==> config.mk <==
export PLATFORM = sky130hd
export DESIGN_NAME = rc4_decrypt
export DESIGN_NICKNAME = d
export VERILOG_FILES = /design/src/rtl/rc4_decrypt.sv
export SDC_FILE = /design/constraint.sdc
export NUM_CORES = 1
export LEC_CHECK = 0
export CAP_MARGIN = 30
export CORE_MARGIN = 2
export CORE_UTILIZATION = 45
export DETAILED_ROUTE_END_ITERATION = 10
export PLACE_DENSITY_LB_ADDON = 0.3
export SLEW_MARGIN = 20
export SYNTH_ARGS = -nofsm -noshare
export SYNTH_HDL_FRONTEND = slang
export SYNTH_SLANG_ARGS = --single-unit
==> constraint.sdc <==
create_clock -name clk -period 5.08 [get_ports clk]
set_input_delay 1.016 -clock clk [delete_from_list [all_inputs] [get_ports clk]]
set_output_delay 1.016 -clock clk [all_outputs]
set_load 0.01 [all_outputs]
==> src/rtl/rc4_decrypt.sv <==
// ============================================================================
// Module   : rc4_decrypt
// Brief    : RC4 PRGA stage - XORs keystream with encrypted ROM, writes RAM,
//            aborts on the first byte that is not lowercase or space.
// Revision : 1.0
// ============================================================================
`default_nettype none

module rc4_decrypt #(
  parameter int MSG_LEN = 32,
  parameter int MSG_AW  = 5
) (
  input  logic              clk,
  input  logic              reset,
  input  logic              start,
  input  logic [7:0]        s_q,
  input  logic [7:0]        e_q,
  output logic [7:0]        s_address,
  output logic [7:0]        s_data,
  output logic              s_write,
  output logic [MSG_AW-1:0] e_address,
  output logic [MSG_AW-1:0] d_address,
  output logic [7:0]        d_data,
  output logic              d_write,
  output logic              done,
  output logic              fail
);

  localparam logic [MSG_AW-1:0] K_LAST = MSG_AW'(MSG_LEN - 1);
  localparam logic [MSG_AW-1:0] K_ONE  = MSG_AW'(1);

  typedef enum logic [3:0] {
    IDLE   = 4'd0,
    INC    = 4'd1,
    RD_I   = 4'd2,
    WAIT_I = 4'd3,
    CAP_I  = 4'd4,
    RD_J   = 4'd5,
    WAIT_J = 4'd6,
    CAP_J  = 4'd7,
    WR_I   = 4'd8,
    WR_J   = 4'd9,
    RD_F   = 4'd10,
    WAIT_F = 4'd11,
    CAP_F  = 4'd12,
    WR_D   = 4'd13,
    DONE   = 4'd14
  } state_t;

  state_t            state_q, state_d;
  logic [7:0]        i_q, i_d;
  logic [7:0]        j_q, j_d;
  logic [MSG_AW-1:0] k_q, k_d;
  logic [7:0]        si_q, si_d;
  logic [7:0]        sj_q, sj_d;
  logic [7:0]        f_q, f_d;
  logic              fail_q, fail_d;
  logic              f_printable;

  assign f_printable = (f_q == 8'h20) || ((f_q >= 8'h61) && (f_q <= 8'h7A));

  always_ff @(posedge clk or posedge reset) begin
    if (reset) begin
      state_q <= IDLE;
      i_q     <= 8'd0;
      j_q     <= 8'd0;
      k_q     <= '0;
      si_q    <= 8'd0;
      sj_q    <= 8'd0;
      f_q     <= 8'd0;
      fail_q  <= 1'b0;
    end else begin
      state_q <= state_d;
      i_q     <= i_d;
      j_q     <= j_d;
      k_q     <= k_d;
      si_q    <= si_d;
      sj_q    <= sj_d;
      f_q     <= f_d;
      fail_q  <= fail_d;
    end
  end

  // Read addresses stay asserted through WAIT and CAP so a registered-address
  // memory sees a stable address for its whole read latency.
  always_comb begin
    state_d   = state_q;
    i_d       = i_q;
    j_d       = j_q;
    k_d       = k_q;
    si_d      = si_q;
    sj_d      = sj_q;
    f_d       = f_q;
    fail_d    = fail_q;
    s_address = 8'd0;
    s_data    = 8'd0;
    s_write   = 1'b0;
    d_data    = 8'd0;
    d_write   = 1'b0;
    done      = 1'b0;

    unique case (state_q)
      IDLE: begin
        if (start) begin
          i_d     = 8'd0;
          j_d     = 8'd0;
          k_d     = '0;
          fail_d  = 1'b0;
          state_d = INC;
        end
      end
      INC: begin
        i_d     = i_q + 8'd1;
        state_d = RD_I;
      end
      RD_I: begin
        s_address = i_q;
        state_d   = WAIT_I;
      end
      WAIT_I: begin
        s_address = i_q;
        state_d   = CAP_I;
      end
      CAP_I: begin
        s_address = i_q;
        si_d      = s_q;
        j_d       = j_q + s_q;
        state_d   = RD_J;
      end
      RD_J: begin
        s_address = j_q;
        state_d   = WAIT_J;
      end
      WAIT_J: begin
        s_address = j_q;
        state_d   = CAP_J;
      end
      CAP_J: begin
        s_address = j_q;
        sj_d      = s_q;
        state_d   = WR_I;
      end
      WR_I: begin
        s_address = i_q;
        s_data    = sj_q;
        s_write   = 1'b1;
        state_d   = WR_J;
      end
      WR_J: begin
        s_address = j_q;
        s_data    = si_q;
        s_write   = 1'b1;
        state_d   = RD_F;
      end
      RD_F: begin
        s_address = si_q + sj_q;
        state_d   = WAIT_F;
      end
      WAIT_F: begin
        s_address = si_q + sj_q;
        state_d   = CAP_F;
      end
      CAP_F: begin
        s_address = si_q + sj_q;
        f_d       = s_q ^ e_q;
        state_d   = WR_D;
      end
      WR_D: begin
        d_data  = f_q;
        d_write = 1'b1;
        if (!f_printable) begin
          fail_d  = 1'b1;
          state_d = DONE;
        end else if (k_q == K_LAST) begin
          state_d = DONE;
        end else begin
          k_d     = k_q + K_ONE;
          state_d = INC;
        end
      end
      DONE: begin
        done = 1'b1;
        if (!start) begin
          state_d = IDLE;
        end
      end
      default: begin
        state_d = IDLE;
      end
    endcase
  end

  assign e_address = k_q;
  assign d_address = k_q;
  assign fail      = fail_q;

endmodule

`default_nettype wire

==> results_dict.tcl <==
set metrics [dict create \
    outcome "completed" \
    antenna_found_initial 0 \
    cts-root-buf "clkbuf_8" \
    path_max_fanout 19 \
    die_area_mm2 0.00805 \
    cap_violations 0 \
    endpoint_kind "output port" \
    p_int_mw 1.47 \
    worstReg2RegStart "state_q[0]" \
    worst_pin_slew_ps 855 \
    placementRows 31 \
    p_total_mw 2.58 \
    finalCritPeriodShare 0.749 \
    worstHoldPathType "reg -> reg" \
    die_x_um 89.7 \
    syn_nets 384 \
    avgSynthCellArea_um2 9.55 \
    setup_slack_ps 1270 \
    worstPathArrival_ps 2790 \
    swShare 0.431 \
    path_clk_slew_ps 100 \
    cts.sinks 50 \
    synthArstFlopShare 1.00 \
    combPwrFrac 0.565 \
    reg2reg_to "d_address[4]" \
    r2r_slack_ps 2720 \
    cts_resized 0 \
    leakage_nw 1.75 \
    routabilityCongestion 0.872 \
    clock_power_share 0.110 \
    cts_buffers 5 \
    fp.dieH_um 89.7 \
    drt-total-wl_um 7630 \
    seqPwrFrac 0.326 \
    h-tree-depth 2 \
    peakVddDrop_mv 0.380 \
    worstSetupStartpoint "state_q[0]" \
    startpoint_type "flip-flop" \
    first_pass_iters 5 \
    drtIter0Drc 125 \
    ant_nets 0 \
    grt_pass1_wl_um 12600 \
    synthFlopType "dfrtp_1" \
    synth-edff-count 0 \
    hold_buffers 0 \
    setup_viol 0 \
    nNetsFinal 432 \
    core_mm2 0.00718 \
    rsz0062_at_grt "no" \
    layout-drive-gt1-share 0.104 \
    clockBufferDepth 2 \
    tns_ps 0 \
    p_per_area_mw_per_mm2 641 \
    grt_max_degree 31 \
    r2r_cells 3 \
    grt_pass1_vias 2568 \
    synth-seq-cells 50 \
    insertion_delay_ps 310 \
    cts_tree "done" \
    diodes 0 \
    power_switching_mw 1.11 \
    vias 2700 \
    dp_hpwl_um 5710 \
    crit_type "reg -> out" \
    ioPinCount 57 \
    post-cts-setup-buffers 0 \
    initial_core_util 0.461 \
    wl_per_cell_um 15.4 \
    drv_slew 0 \
    grt_use_total 0.191 \
    final_hold_viol_count 0 \
    io_buffers 56 \
    viasPerCell 5.47 \
    cp-endpoint "s_address[0]" \
    drc 0 \
    synth_area_mm2 0.00331 \
    yosysUniqueCellTypes 54 \
    ys_warn_count 0 \
    maxSlewHeadroom 0.430 \
    skew_ps 12.4 \
    cp.required_ps 4060 \
    synthCells 346 \
    overflow 0 \
    dp_worst_setup_slack_ps 1630 \
    fmax_mhz 263 \
    min_period_ps 3810 \
    yosysSeqAreaShare 0.379 \
    area_growth_pct 21.6 \
]
[critical path: stages, from the launching register on]
cell	delay, ps
dfrtp_1	910
nor2_2	210
mux2_2	330
and2_1	200
a222oi_1	270
inv_1	80
clkdlybuf4s50_1	480
[metrics by stage]
stage | hold WS [ps] | cells | instance area (um2) | utilization
4_1_cts | 496 | 494 | 4020 | 0.560
5_1_grt | 545 | 494 | 4020 | 0.560
6_report | 493 | 494 | 4020 | 0.560
2_1_floorplan | 445 | 346 | 3310 | -
3_5_place_dp | 474 | 486 | 3910 | 0.545
3_3_place_gp | 467 | 485 | 3890 | 0.542
[cells in the mapped netlist, types with 2 or more instances]
cell	n	area, um2
dfrtp_1	50	1250
nor2_1	27	101
nand2_1	26	97.6
o21ai_0	26	130
a21oi_1	19	95.1
nand3_1	19	95.1
ha_1	17	213
mux2_2	17	191
mux2i_1	14	140
xnor2_1	14	123
and2_1	9	56.3
buf_4	8	60.1
inv_1	8	30.0
a21o_1	6	45.0
nor2b_1	6	37.5
xor2_1	6	52.6
nand4_1	5	31.3
a22oi_1	4	30.0
and3_1	4	25.0
nor3b_1	4	30.0
a31oi_1	3	18.8
buf_2	3	15.0
clkbuf_1	3	11.3
nand2_2	3	18.8
nor3_1	3	15.0
nor4_1	3	18.8
or3_1	3	18.8
a211oi_1	2	15.0
a222oi_1	2	20.0
fa_1	2	40.0
nand2b_1	2	12.5
nor2_2	2	12.5
nor3_2	2	20.0
o211ai_1	2	15.0
o21bai_1	2	15.0
o31ai_1	2	15.0
[registers in the layout, summed over array words and instances (netlist names)]
| signal | cells |
|---|---|
| f_q | 8 |
| i_q | 8 |
| j_q | 8 |
| si_q | 8 |
| sj_q | 8 |
| d_address | 5 |
| state_q | 4 |
| fail | 1 |
[per-layer routing]
| layer | GRT usage | wire (um) |
|---|---|---|
| met5 | 0 | 0 |
| met4 | 0.0654 | 125 |
| met3 | 0.0260 | 300 |
| met2 | 0.321 | 3700 |
| met1 | 0.255 | 3510 |
[layout make-up]
class	instances	area (um2)
Timing Repair Buffer	57	581
Tap cell	99	124
Sequential cell	50	1250
Fill cell	647	3160
Multi-Input combinational cell	272	1920
Clock buffer	6	72.6
Inverter	8	30.0
Clock inverter	2	37.5
[worst min-delay path by stage]
stage,from,endpoint,slack (ps),depth (start not counted)
5_1_grt,fail,fail,550,2
3_3_place_gp,fail,fail,470,2
6_report,fail,fail,490,2
4_1_cts,fail,fail,500,2
3_5_place_dp,fail,fail,470,2
2_1_floorplan,i_q[7],i_q[7],450,1
[cell usage in the layout (no fill, tap or decap), types with 2 or more instances in the layout]
cell	count
clkdlybuf4s50_1	56
dfrtp_1	50
nor2_1	27
o21ai_0	26
nand2_1	26
a21oi_1	19
nand3_1	19
mux2_2	17
ha_1	17
mux2i_1	14
xnor2_1	14
and2_1	9
inv_1	7
nor2b_1	6
xor2_1	6
a21o_1	6
nand4_1	5
clkbuf_8	5
nor3b_1	4
and3_1	4
a22oi_1	4
nand2_2	3
a31oi_1	3
or3_1	3
nor3_1	3
nor4_1	3
nor2_2	2
a211oi_1	2
o21bai_1	2
nand2b_1	2
nor3_2	2
a222oi_1	2
o31ai_1	2
o211ai_1	2
fa_1	2
[power by group through the flow]
stage                     clock [mW]  combinational [mW]  sequential, mW
after floorplan                    0                1.08           0.737
after global placement             0                1.42           0.834
after detailed placement           0                1.45           0.843
after CTS                      0.286                1.46           0.836
after global routing           0.302                1.61           0.874
final                          0.282                1.46           0.839
[logic make-up (layout without fill, tap and decap cells)]
logic type,after synthesis,count (layout),share of synthesized area
AND/OR/NAND/NOR,126,126,0.209
AO/OA/AOI/OAI,75,75,0.138
flip-flops,50,50,0.379
multiplexers,32,32,0.105
buffers and inverters,24,73,0.0397
XOR/XNOR,20,20,0.0530
adder cells (fa/ha/maj),19,19,0.0765
Power figures use the tool's default switching activity.
